--- config.mk ---
export PLATFORM = sky130hd
export DESIGN_NAME = audio_pwm_player
export DESIGN_NICKNAME = d
export VERILOG_FILES = /design/src/rtl/audio_pwm_player.sv
export SDC_FILE = /design/constraint.sdc
export NUM_CORES = 1
export LEC_CHECK = 0
export CAP_MARGIN = 15
export CORE_ASPECT_RATIO = 0.7
export CORE_UTILIZATION = 45
export DETAILED_ROUTE_END_ITERATION = 8
export PLACE_DENSITY = 0.6
export SETUP_SLACK_MARGIN = 0.4
export SKIP_LAST_GASP = 1
export SLEW_MARGIN = 30
export SYNTH_ARGS = -nofsm -noshare
export SYNTH_HDL_FRONTEND = slang
export SYNTH_SLANG_ARGS = --single-unit
--- constraint.sdc ---
create_clock -name Clk -period 4.1 [get_ports Clk]
set_clock_uncertainty 0.2 [all_clocks]
set_input_delay 0.82 -clock Clk [delete_from_list [all_inputs] [get_ports Clk]]
set_output_delay 0.82 -clock Clk [all_outputs]
set_load 0.01 [all_outputs]
--- src/rtl/audio_pwm_player.sv ---
// audio_pwm_player: FIFO-buffered multi-channel PCM playback with per-channel and mixed PWM outputs,
// volume shift, mute, refill threshold and sticky underrun reporting.
module audio_pwm_player #(
   parameter int CHANNELS  = 2,
   parameter int SAMPLE_W  = 8,
   parameter int DEPTH     = 16,
   parameter int AE_THRESH = 4,
   parameter int CLK_HZ    = 100000000,
   parameter int SAMPLE_HZ = 44100
) (
   input  logic                             Clk,
   input  logic                             reset_n,
   input  logic                             enable,
   input  logic [CHANNELS*SAMPLE_W-1:0]     wr_data,
   input  logic                             wr_valid,
   output logic                             wr_ready,
   input  logic [1:0]                       vol_shift,
   input  logic                             mute,
   input  logic                             clr_underrun,
   output logic [CHANNELS-1:0]              spk,
   output logic                             spk_mix,
   output logic [$clog2(DEPTH+1)-1:0]       level,
   output logic                             empty,
   output logic                             almost_empty,
   output logic                             underrun,
   output logic                             sample_tick
);
   localparam int DIV = CLK_HZ / SAMPLE_HZ;
   localparam int DW  = (DIV > 1) ? $clog2(DIV) : 1;
   localparam int AW  = $clog2(DEPTH);
   localparam int LW  = $clog2(DEPTH + 1);
   localparam int CW  = $clog2(CHANNELS);
   localparam int SW  = SAMPLE_W + CW;
   localparam int W   = CHANNELS * SAMPLE_W;

   logic [W-1:0]        mem [DEPTH];
   logic [AW-1:0]       wr_ptr, rd_ptr;
   logic [LW-1:0]       count;
   logic [DW-1:0]       div_cnt;
   logic [SAMPLE_W-1:0] pwm_cnt, duty_mix, duty_mix_nxt, mix_avg;
   logic [W-1:0]        samp, duty, duty_nxt;
   logic [SW-1:0]       mix_sum;
   logic [CHANNELS-1:0] spk_nxt;
   logic                push, pop, reload;

   assign wr_ready     = count != LW'(DEPTH);
   assign empty        = count == '0;
   assign almost_empty = count <= LW'(AE_THRESH);
   assign level        = count;
   assign sample_tick  = enable && (div_cnt == DW'(DIV - 1));
   assign push         = wr_valid && wr_ready;
   assign pop          = sample_tick && !empty;
   // duties only change at the period boundary so a period never mixes two samples
   assign reload       = enable && (pwm_cnt == '1);

   always_ff @(posedge Clk)
      if (push) mem[wr_ptr] <= wr_data;

   always_comb begin
      mix_sum  = '0;
      duty_nxt = '0;
      spk_nxt  = '0;
      for (int c = 0; c < CHANNELS; c++) begin
         duty_nxt[c*SAMPLE_W +: SAMPLE_W] = samp[c*SAMPLE_W +: SAMPLE_W] >> vol_shift;
         mix_sum    = mix_sum + SW'(samp[c*SAMPLE_W +: SAMPLE_W]);
         spk_nxt[c] = enable && !mute && (pwm_cnt < duty[c*SAMPLE_W +: SAMPLE_W]);
      end
      mix_avg      = SAMPLE_W'(mix_sum >> CW);
      duty_mix_nxt = mix_avg >> vol_shift;
   end

   always_ff @(posedge Clk or negedge reset_n)
      if (!reset_n) begin
         wr_ptr   <= '0;
         rd_ptr   <= '0;
         count    <= '0;
         div_cnt  <= '0;
         samp     <= '0;
         underrun <= 1'b0;
         pwm_cnt  <= '0;
         duty     <= '0;
         duty_mix <= '0;
         spk      <= '0;
         spk_mix  <= 1'b0;
      end else begin
         if (push) wr_ptr <= wr_ptr + 1'b1;
         if (pop) rd_ptr <= rd_ptr + 1'b1;
         count    <= count + LW'(push) - LW'(pop);
         div_cnt  <= (!enable || sample_tick) ? '0 : div_cnt + 1'b1;
         if (sample_tick) samp <= empty ? '0 : mem[rd_ptr];
         underrun <= (sample_tick && empty) || (underrun && !clr_underrun);
         if (enable) pwm_cnt <= pwm_cnt + 1'b1;
         if (reload) begin
            duty     <= duty_nxt;
            duty_mix <= duty_mix_nxt;
         end
         spk      <= spk_nxt;
         spk_mix  <= enable && !mute && (pwm_cnt < duty_mix);
      end
endmodule
### Word-level counts from Yosys, hierarchy flattened

Memory sizes are Yosys's and may differ from the RTL's.
Cells that the tools add are included.

| cells by class | value |
|---|---|
| $add $sub $neg | 7 |
| $lt $le $gt $ge | 4 |
| equal/unequal tests | 3 |
| shift-type cells | 3 |
| mux-type cells | 4 |
| reductions and logical operators | 17 |

Operators by type and width:

| kind | number |
|---|---|
| less-than comparator 8 bit | 3 |
| >> shifter 8 x 2 -> 8 bit | 3 |
| two-way mux 16 bit | 1 |
| adder 12 x 1 -> 12 bit, second input constant | 1 |
| == test 12 bit, second input constant | 1 |
| two-way mux 12 bit | 1 |
| logical AND 1 bit | 10 |
| adder 8 x 8 -> 9 bit | 1 |
| adder 4 x 1 -> 4 bit, second input constant | 2 |
| adder 8 x 1 -> 8 bit, second input constant | 1 |
| == test 8 bit, second input constant | 1 |
| adder 5 x 1 -> 5 bit | 1 |
| less-or-equal comparator 5 x 3 -> 1 bit, second input constant | 1 |
| logical NOT 5 bit | 1 |
| inequality test 5 bit, second input constant | 1 |
| subtractor 5 x 1 -> 5 bit | 1 |
| logical NOT 1 bit | 4 |
| logical OR 1 bit | 2 |
| two-way mux 1 bit | 2 |

| word-level totals | value |
|---|---|
| register bits after elaboration | 77 |
| memory bits (writable) | 256 |
| input port bits | 24 |
| output and inout port bits | 13 |
| logic and storage cells | 50 |
| memories | 1 |

Memory list:

| memory | words | bits a word | rd ports | clocked after Yosys merged registers in | wr ports | RTL line | RTL |
|---|---|---|---|---|---|---|---|
| mem | 16 | 16 | 1 | 0 | 1 | 36 | `logic [W-1:0] mem [DEPTH];` |

### Logic depth before layout (Yosys ltp)

Gate-level depths: netlist of run 1.

| logic depth | value |
|---|---|
| word-level depth | 4 |
| depth in mapped cells | 14 |
| depth with buffers taken out | 14 |

### Worst setup path before layout of run 1

Ideal clock, no wire load.

| timing | value |
|---|---|
| path type | flip-flop to flip-flop |
| start | register count[2] (netlist: level[2]) |
| end | memory mem[0][0] (netlist bit) (enable) |
| setup time | 430 ps |
| arrival time | 2884 ps |
| required time | 3470 ps |
| path slack | 585 ps |
| stages on the path, launching flop included | 8 |
| buffers on the path | 1 |
| period minus slack after synthesis | 3515 ps |
| cell sequence | dfrtp_1 -> inv_1 -> ha_1 -> nand3_1 -> and2_1 -> clkbuf_1 -> inv_1 -> nor4_1 |

| on the way | value |
|---|---|
| cells in the longest elaborated chain, start to end | 4 |

RTL lines:

| item | RTL line | RTL |
|---|---|---|
| start: declaration | 38 | `logic [LW-1:0] count;` |
| start signal: assignment | 88 | `count <= count + LW'(push) - LW'(pop);` |
| inequality test 5 bit | 46 | `assign wr_ready = count != LW'(DEPTH);` |
| net wr_ready | 16 | `output logic wr_ready,` |
| logical AND 1 bit | 51 | `assign push = wr_valid && wr_ready;` |
| two-way mux 1 bit | 57 | `if (push) mem[wr_ptr] <= wr_data;` |
| two-way mux 1 bit (implied by the code) | 57 |  |
| end: declaration | 36 |  |

The timed path passes the listed nets, and every way through them passes these cells.

### Worst setup path after layout of run 1

| timing | value |
|---|---|
| start | register div_cnt[0] |
| end | output port sample_tick |

| on the way | value |
|---|---|
| cells in the longest elaborated chain, start to end | 2 |

RTL lines:

| item | RTL line | RTL |
|---|---|---|
| start: declaration | 39 | `logic [DW-1:0] div_cnt;` |
| start signal: assignment | 89 | `div_cnt <= (!enable \|\| sample_tick) ? '0 : div_cnt + 1'b1;` |
| == test 12 bit | 50 | `assign sample_tick = enable && (div_cnt == DW'(DIV - 1));` |
| logical AND 1 bit | 50 |  |
| end: declaration | 26 | `output logic sample_tick` |

No other way between the ends.

==> key figures, run 1 <==
Synthesis
  – Multiplexer share of the synthesized area: approximately 14%
  – Simple-gate share of the synthesized area: around 5.3%
  – Largest area contributor in the netlist: edfxtp_1
  – Sequential element share of the synthesized area: 66.73%
  – Area share of the largest cell type after synthesis: a little over half
  – Post-synth EDFFs: about 260
  – Synth Area in Adders: between 4 and 5%
  – Syn Inst Count: roughly 870
  – Synthesized area per cell: 16.48 um^2
  – Syn Std Cell Area: roughly 14000 um^2
  – Post-Synth XOR/XNOR Area: under 10%
  – Yosys cell types: 56
  – Fraction of registers with async set/reset: a little under a quarter
  – Largest family of logic cells by synthesized area: multiplexers
  – Ranking of synthesized cells by area: edfxtp_1 (53%), dfrtp_1 (13%), mux4_2 (13%)
  – FF+latch count, synth: about 330
  – Net count after synthesis: ~940
  – Compound-Gate Fraction of Synth Area: under 10%
  – Post-synth top flop: edfxtp_1
  – Syn. warnings: 0

GRT
  – Largest net degree at the start of global routing: 78
  – GRT Residual Overflow: 0
  – Antenna violations before repair: 1
  – Number of global-route vias before repair: between 7000 and 8000
  – Total track usage: 19.66%
  – First-pass GRT wire length: roughly 47000 um

CTS
  – Num Clock Sinks: roughly 330
  – Hold_buf cts: 0
  – CTS Buf Count: 34
  – Clk Latency, worst-skew pair: 0.52 ns
  – H-tree levels: 2
  – CTS tree: yes
  – Clock transition at path regs: about 0.060 ns
  – Setup bufs post-CTS: 0
  – Clk buf depth: 3
  – Root buffer cell: clkbuf_16
  – Post_cts resized: 0

Route
  – Drt pass-1 iters: 5
  – Vias per cell: approximately 5.6
  – Initial DRC Count: around 630
  – Vias: roughly 7700
  – Post-DRT Antenna Nets: 0
  – DRC violations left: 0
  – Final wirelength: 30620 um
  – Post-DR wirelength/cell: 22.17 um

Critical path
  – Worst R2R Start: level[2]$_DFF_PN0_
  – Critical path launch point: div_cnt[0]$_DFF_PN0_
  – Worst path max stage delay: around 0.52 ns
  – FF-to-FF End: level[4]$_DFF_PN0_
  – Setup slack, reg-to-reg: about 1 ns
  – Crit-path max FO: 5
  – Worst r2r path cells: 13
  – Crit path launch type: flip-flop
  – Most frequent CP cell: inv_1
  – Delay-heaviest family, CP: simple AND/OR/NAND/NOR gates
  – Critical Path Stages: 7
  – CP Capture Type: primary output
  – Crit-path slowest cell: clkdlybuf4s50_1
  – Worst path arrival time: between 2 and 2.5 ns
  – Buf+Inv Stages, Crit Path: 3
  – Cells along the critical path: inv_1 > ha_1 > and4b_1 > nand4_1 > or2_2 > inv_1 > clkdlybuf4s50_1
  – Required time worst endpoint: 3.08 ns
  – Worst Setup EP: sample_tick
  – Setup CP Type: reg2out

Final layout
  – Layout cells sized above 1: 19.17%
  – Final Cell Area: ~16000 um^2
  – FF/Latch Area: just under 10000 um^2
  – Multi-input logic area: approximately 4400 um^2
  – Final nets: 1010
  – Synthesis-to-finish area growth: 14.31%
  – Fill cells: about 2600

Min path
  – Worst Hold Class: in2async

STA
  – Final setup fails: 0
  – TNS Setup: 0 ns
  – Worst hold margin: 0.1237 ns
  – Slew Viols, Final: 0
  – Worst-margin pin slew: 0.7976 ns
  – Final Hold Viols: 0
  – Tmin final: ~3.4 ns
  – RSZ-0062 raised after global routing: false
  – Slew margin rel.: 46.83%
  – Part of the cycle the worst path needs: 83.28%
  – Highest clock rate: between 0.2 and 0.3 GHz

Floorplanning
  – Die height: approximately 150 um
  – IO Count: 37
  – Initial Utilization: between 40 and 50%
  – Row count: 54
  – Die area: 32750 um^2
  – DIE WIDTH: about 220 um
  – Core area: 31350 um^2

Placement
  – Final Wtd Congestion: slightly below 0.8
  – DP Area: roughly 15000 um^2
  – Post-DP HPWL: around 19000 um
  – IO Port Bufs: 36

Run
  – Max_cap viols: 0

Power and ir drop
  – Maximum vdd drop: between 0.2 and 0.3 mV
  – Power per cell area: 495.6 nW/um^2
  – Leakage: 5.867 nW

Status
  – Status: finished clean
[flip-flops by register name, indices dropped and copies added (netlist names)]
| signal | count |
|---|---|
| rd_ptr | 4 |
| level | 5 |
| wr_ptr | 4 |
| div_cnt | 12 |
| duty | 16 |
| underrun | 1 |
| spk | 2 |
| pwm_cnt | 8 |
| samp | 16 |
| mem | 256 |
| duty_mix | 8 |
| spk_mix | 1 |
[stage by stage]
stage               cells  util [%]  setup slack, ns  power [mW]
floorplan             874         -           0.5853       4.782
global placement     1324     49.21           0.6100       5.266
detailed placement   1324     49.23           0.5943       5.283
CTS                  1380     52.53           0.6423       8.263
global route         1380     52.53           0.5355       8.520
finish               1381     52.53           0.6854       8.163
[metal layers]
metal	up-vias	global-route usage, %	share of wire [%]
met5	-	0	0
met4	0	4.433	1.3
met3	32	3.593	5.7
met2	185	27.91	43
met1	3973	31.22	50
li1	3484	-	-
[worst min path at each step]
stage | start | slack (ns) | endpoint
floorplan | duty[0]$_DFFE_PN0P_ | 0.25 | duty[0]$_DFFE_PN0P_
global placement | duty[8]$_DFFE_PN0P_ | 0.27 | duty[8]$_DFFE_PN0P_
detailed placement | duty[8]$_DFFE_PN0P_ | 0.27 | duty[8]$_DFFE_PN0P_
CTS | reset_n | 0.16 | rd_ptr[2]$_DFFE_PN0P_
global route | reset_n | 0.18 | rd_ptr[2]$_DFFE_PN0P_
finish | reset_n | 0.12 | rd_ptr[2]$_DFFE_PN0P_
[kinds of logic after synthesis]
family	count (synthesis)
flip-flops	333
AO/OA/AOI/OAI	106
multiplexers	101
XOR/XNOR	30
adder cells (fa/ha/maj)	46
buffers and inverters	101
AND/OR/NAND/NOR	157
[cells in the mapped netlist, types with 2 or more instances]
| master | number |
|---|---|
| nor2b_1 | 5 |
| ha_1 | 44 |
| inv_1 | 60 |
| xnor2_1 | 15 |
| and2_1 | 12 |
| o211ai_1 | 2 |
| mux2i_1 | 10 |
| o21a_1 | 3 |
| mux2_2 | 7 |
| a31oi_1 | 3 |
| mux4_2 | 84 |
| clkbuf_1 | 21 |
| nor2_1 | 36 |
| dfrtp_1 | 77 |
| nand2_1 | 48 |
| nor3_1 | 4 |
| or2_2 | 2 |
| a211oi_1 | 13 |
| nor3b_1 | 3 |
| o21ai_1 | 13 |
| a21oi_1 | 17 |
| nand3_1 | 20 |
| buf_1 | 4 |
| o22ai_1 | 3 |
| o2111ai_1 | 3 |
| edfxtp_1 | 256 |
| nand2b_1 | 5 |
| xor2_1 | 15 |
| nand4_1 | 9 |
| a221oi_1 | 2 |
| nor4_1 | 4 |
| o21ai_0 | 23 |
| fa_1 | 2 |
| and3_1 | 3 |
| a21o_1 | 12 |
| a2111oi_0 | 2 |
| buf_2 | 10 |
| buf_6 | 4 |
[power breakdown]
| part | internal, mW | total, mW | switching (mW) |
|---|---|---|---|
| combinational | 0.434 | 1.02 | 0.587 |
| clock | 1.71 | 2.96 | 1.25 |
| sequential | 3.99 | 4.19 | 0.202 |
[layout make-up]
class | count | share of cell area [%]
Sequential cell | 333 | 58.42
Multi-Input combinational cell | 440 | 26.76
Clock buffer | 44 | 5.584
Timing Repair Buffer | 69 | 3.928
Tap cell | 420 | 3.191
Inverter | 62 | 1.413
Clock inverter | 12 | 0.6913
Antenna cell | 1 | 0.01519
[layout by cell type, fill, tap and decap left out, types with 15 or more instances in the layout]
cell type        netlist  layout
dfrtp_1               77      75
ha_1                  44      44
buf_4                  0      30
a21oi_1               17      17
inv_1                 60      60
nand2_1               48      48
o21ai_0               23      23
xor2_1                15      15
clkdlybuf4s50_1        0      35
mux4_2                84      84
edfxtp_1             256     256
xnor2_1               15      15
nand3_1               20      20
clkbuf_16              0      35
nor2_1                36      32
Power figures use the tool's default switching activity.
==> run 2, diff against run 1 <==
- clock period: 4.1 -> 3.2 ns (I/O delays scaled with it)
==> run 2 against run 1 <==
The flow now finishes with violations (negative hold slack). Largest power group unchanged. Clock power up 35%. Sequential share of layout area down 1.0 points. Highest routed layer unchanged. Via count up 0.52%. Final cell count up 0.43%. Sequential power up 28%.
==> key figures, run 2 (synthesis results as in run 1) <==
Status
  – Status: finished, violations left (was finished clean)
  – Failing checks: negative hold slack

Placement
  – Inst Count DP: 1322 (was 1324)
  – Final Wtd Congestion: 0.7523 (was 0.7874)
  – IO Port Bufs: 36 (unchanged)
  – Post-DP HPWL: 18310 um (was 19420 um)

Floorplanning
  – Die area: 32750 um^2 (unchanged)
  – Initial Utilization: 45.96% (unchanged)
  – Die height: 151.7 um (unchanged)
  – IO Count: 37 (unchanged)
  – DIE WIDTH: 215.9 um (unchanged)
  – Core area: 31350 um^2 (unchanged)
  – Row count: 54 (unchanged)

Final layout
  – Max reg flops: 256 (unchanged)
  – Largest Register: mem (unchanged)
  – Commonest non-fill, non-tap cell in the layout: edfxtp_1 (unchanged)
  – Commonest non-fill, non-tap cells in the layout: edfxtp_1 (256), mux4_2 (84), dfrtp_1 (75) (unchanged)
  – Synthesis-to-finish area growth: 16.35% (was 14.31%)
  – Fill cells: 2533 (was 2608)
  – Post-route insts no fill: 1387 (was 1381)
  – Multi-input logic area: 4474 um^2 (was 4407 um^2)
  – Largest regs: mem x256, duty x16, samp x16 (unchanged)
  – Layout cells sized above 1: 21.01% (was 19.17%)
  – Final nets: 1013 (was 1010)
  – FF/Latch Area: 9619 um^2 (was 9622 um^2)

STA
  – Slew margin rel.: 51.13% (was 46.83%)
  – Highest clock rate: around 0.37 GHz
  – Final setup fails: 0 (unchanged)
  – Tmin final: 2.730 ns
  – RSZ-0062 raised after global routing: true (was false)
  – Worst-margin pin slew: 0.7331 ns (was 0.7976 ns)
  – Slew Viols, Final: 0 (unchanged)
  – Part of the cycle the worst path needs: 85.32%
  – TNS Setup: 0 ns (unchanged)
  – Final Hold Viols: 9 (was 0)
  – Worst hold margin: -0.02000 ns (was 0.1237 ns)

CTS
  – Clk Latency, worst-skew pair: 0.52 ns (about the same)
  – H-tree levels: 2 (unchanged)
  – Clock transition at path regs: 0.06 ns (about the same)
  – Num Clock Sinks: 333 (unchanged)
  – Hold_buf cts: 0 (unchanged)
  – Clk buf depth: 3 (unchanged)
  – Root buffer cell: clkbuf_16 (unchanged)
  – CTS tree: yes (unchanged)
  – CTS Buf Count: 34 (unchanged)

Critical path
  – Crit-path slowest cell: dfrtp_1 (was clkdlybuf4s50_1)
  – CP Capture Type: primary output (unchanged)
  – Crit path launch type: flip-flop (unchanged)
  – Buf+Inv Stages, Crit Path: 2 (was 3)
  – Worst path arrival time: 1.89 ns (was 2.39 ns)
  – Setup CP Type: reg2out (unchanged)
  – Worst path max stage delay: 0.42 ns (was 0.52 ns)
  – Cells along the critical path: nor4b_2 > nand4_1 > or2_4 > inv_1 > buf_6 (was inv_1 > ha_1 > and4b_1 > nand4_1 > or2_2 > inv_1 > clkdlybuf4s50_1)
  – Delay-heaviest family, CP: simple AND/OR/NAND/NOR gates (unchanged)
  – Crit-path max FO: 4 (was 5)
  – Required time worst endpoint: 2.36 ns (was 3.08 ns)

GRT
  – GRT Residual Overflow: 0 (unchanged)
  – Number of global-route vias before repair: 7544 (was 7634)
  – Largest net degree at the start of global routing: 62 (was 78)
  – Antenna violations before repair: 0 (was 1)
  – Total track usage: 19.72% (was 19.66%)
  – First-pass GRT wire length: 47310 um (was 47440 um)

Power and ir drop
  – Power per cell area: 646.6 nW/um^2 (was 495.6 nW/um^2)
  – Maximum vdd drop: 0.4512 mV (was 0.2598 mV)
  – Leakage: 5.986 nW (was 5.867 nW)
  – Tot Pwr: 10.84 mW (was 8.163 mW)

Route
  – Initial DRC Count: 657 (was 628)
  – Final wirelength: 30680 um (was 30620 um)
  – DRC violations left: 0 (unchanged)
  – Vias: 7714 (was 7674)
  – Drt pass-1 iters: 5 (unchanged)
  – Post-DR wirelength/cell: 22.12 um (was 22.17 um)
  – Post-DRT Antenna Nets: 0 (unchanged)
  – Vias per cell: 5.562 (was 5.557)

Min path
  – Worst Hold Class: in2async (unchanged)

Run
  – Max_cap viols: 0 (unchanged)
-- run 2: layer usage --
| layer | share of wire, % | vias up | GRT usage (%) |
|---|---|---|---|
| li1 | - | 3498 | - |
| met1 | 52 | 3956 | 32.44 |
| met2 | 40 | 229 | 26.83 |
| met3 | 6.6 | 31 | 3.373 |
| met4 | 1.3 | 0 | 4.504 |
| met5 | 0 | - | 0 |
-- run 2: power by group --
group / switching [mW] / total (mW) / internal, mW / leakage (nW)
sequential: 0.277 / 5.38 / 5.11 / 3.26
clock: 1.60 / 4.01 / 2.41 / 0.550
combinational: 0.814 / 1.45 / 0.634 / 2.18
-- run 2: what timing repair did --
action / in CTS / in global routing
resized for setup: 6 / 10
gates cloned: 0 / 0
buffers inserted: 2 / 3
pin swaps: 0 / 7
endpoints found under the setup margin: 3 / 5
-- run 2: worst paths after layout --
kind | start | to | slack (ns) | cells after the start
min in group Clk | duty_mix[1]$_DFFE_PN0P_ | duty_mix[1]$_DFFE_PN0P_ | 0.28 | 2
setup / recovery | div_cnt[9]$_DFF_PN0_ | sample_tick | 0.47 | 5
hold / removal | reset_n | level[0]$_DFF_PN0_ | -0.02 | 1
max in group asynchronous | reset_n | spk[1]$_DFF_PN0_ | 2.21 | 2
setup reg to reg | div_cnt[9]$_DFF_PN0_ | level[4]$_DFF_PN0_ | 0.48 | 12
hold reg to reg | duty_mix[1]$_DFFE_PN0P_ | duty_mix[1]$_DFFE_PN0P_ | 0.28 | 2
-- run 2: metrics by stage --
stage          setup slack [ns]  util (%)  cell area, um^2
2_1_floorplan            0.4262         -            14430
3_3_place_gp            0.09643     49.67            15570
3_5_place_dp            0.05221     49.67            15570
4_1_cts                  0.3755     53.31            16710
5_1_grt                  0.2671     53.46            16760
6_report                 0.4697     53.47            16760
-- run 2: final cells by class --
class	count	share of cell area, %
Timing Repair Buffer	72	4.732
Sequential cell	333	57.38
Inverter	62	1.388
Clock inverter	18	1.299
Antenna cell	1	0.01493
Clock buffer	41	5.359
Multi-Input combinational cell	440	26.69
Tap cell	420	3.135
==> run 3, diff against run 2 <==
- SKIP_LAST_GASP: 1 -> unset
- SLEW_MARGIN: 30 -> 20
==> results of run 3 <==
The final DEF is identical to that of run 2; final timing and power are the same.
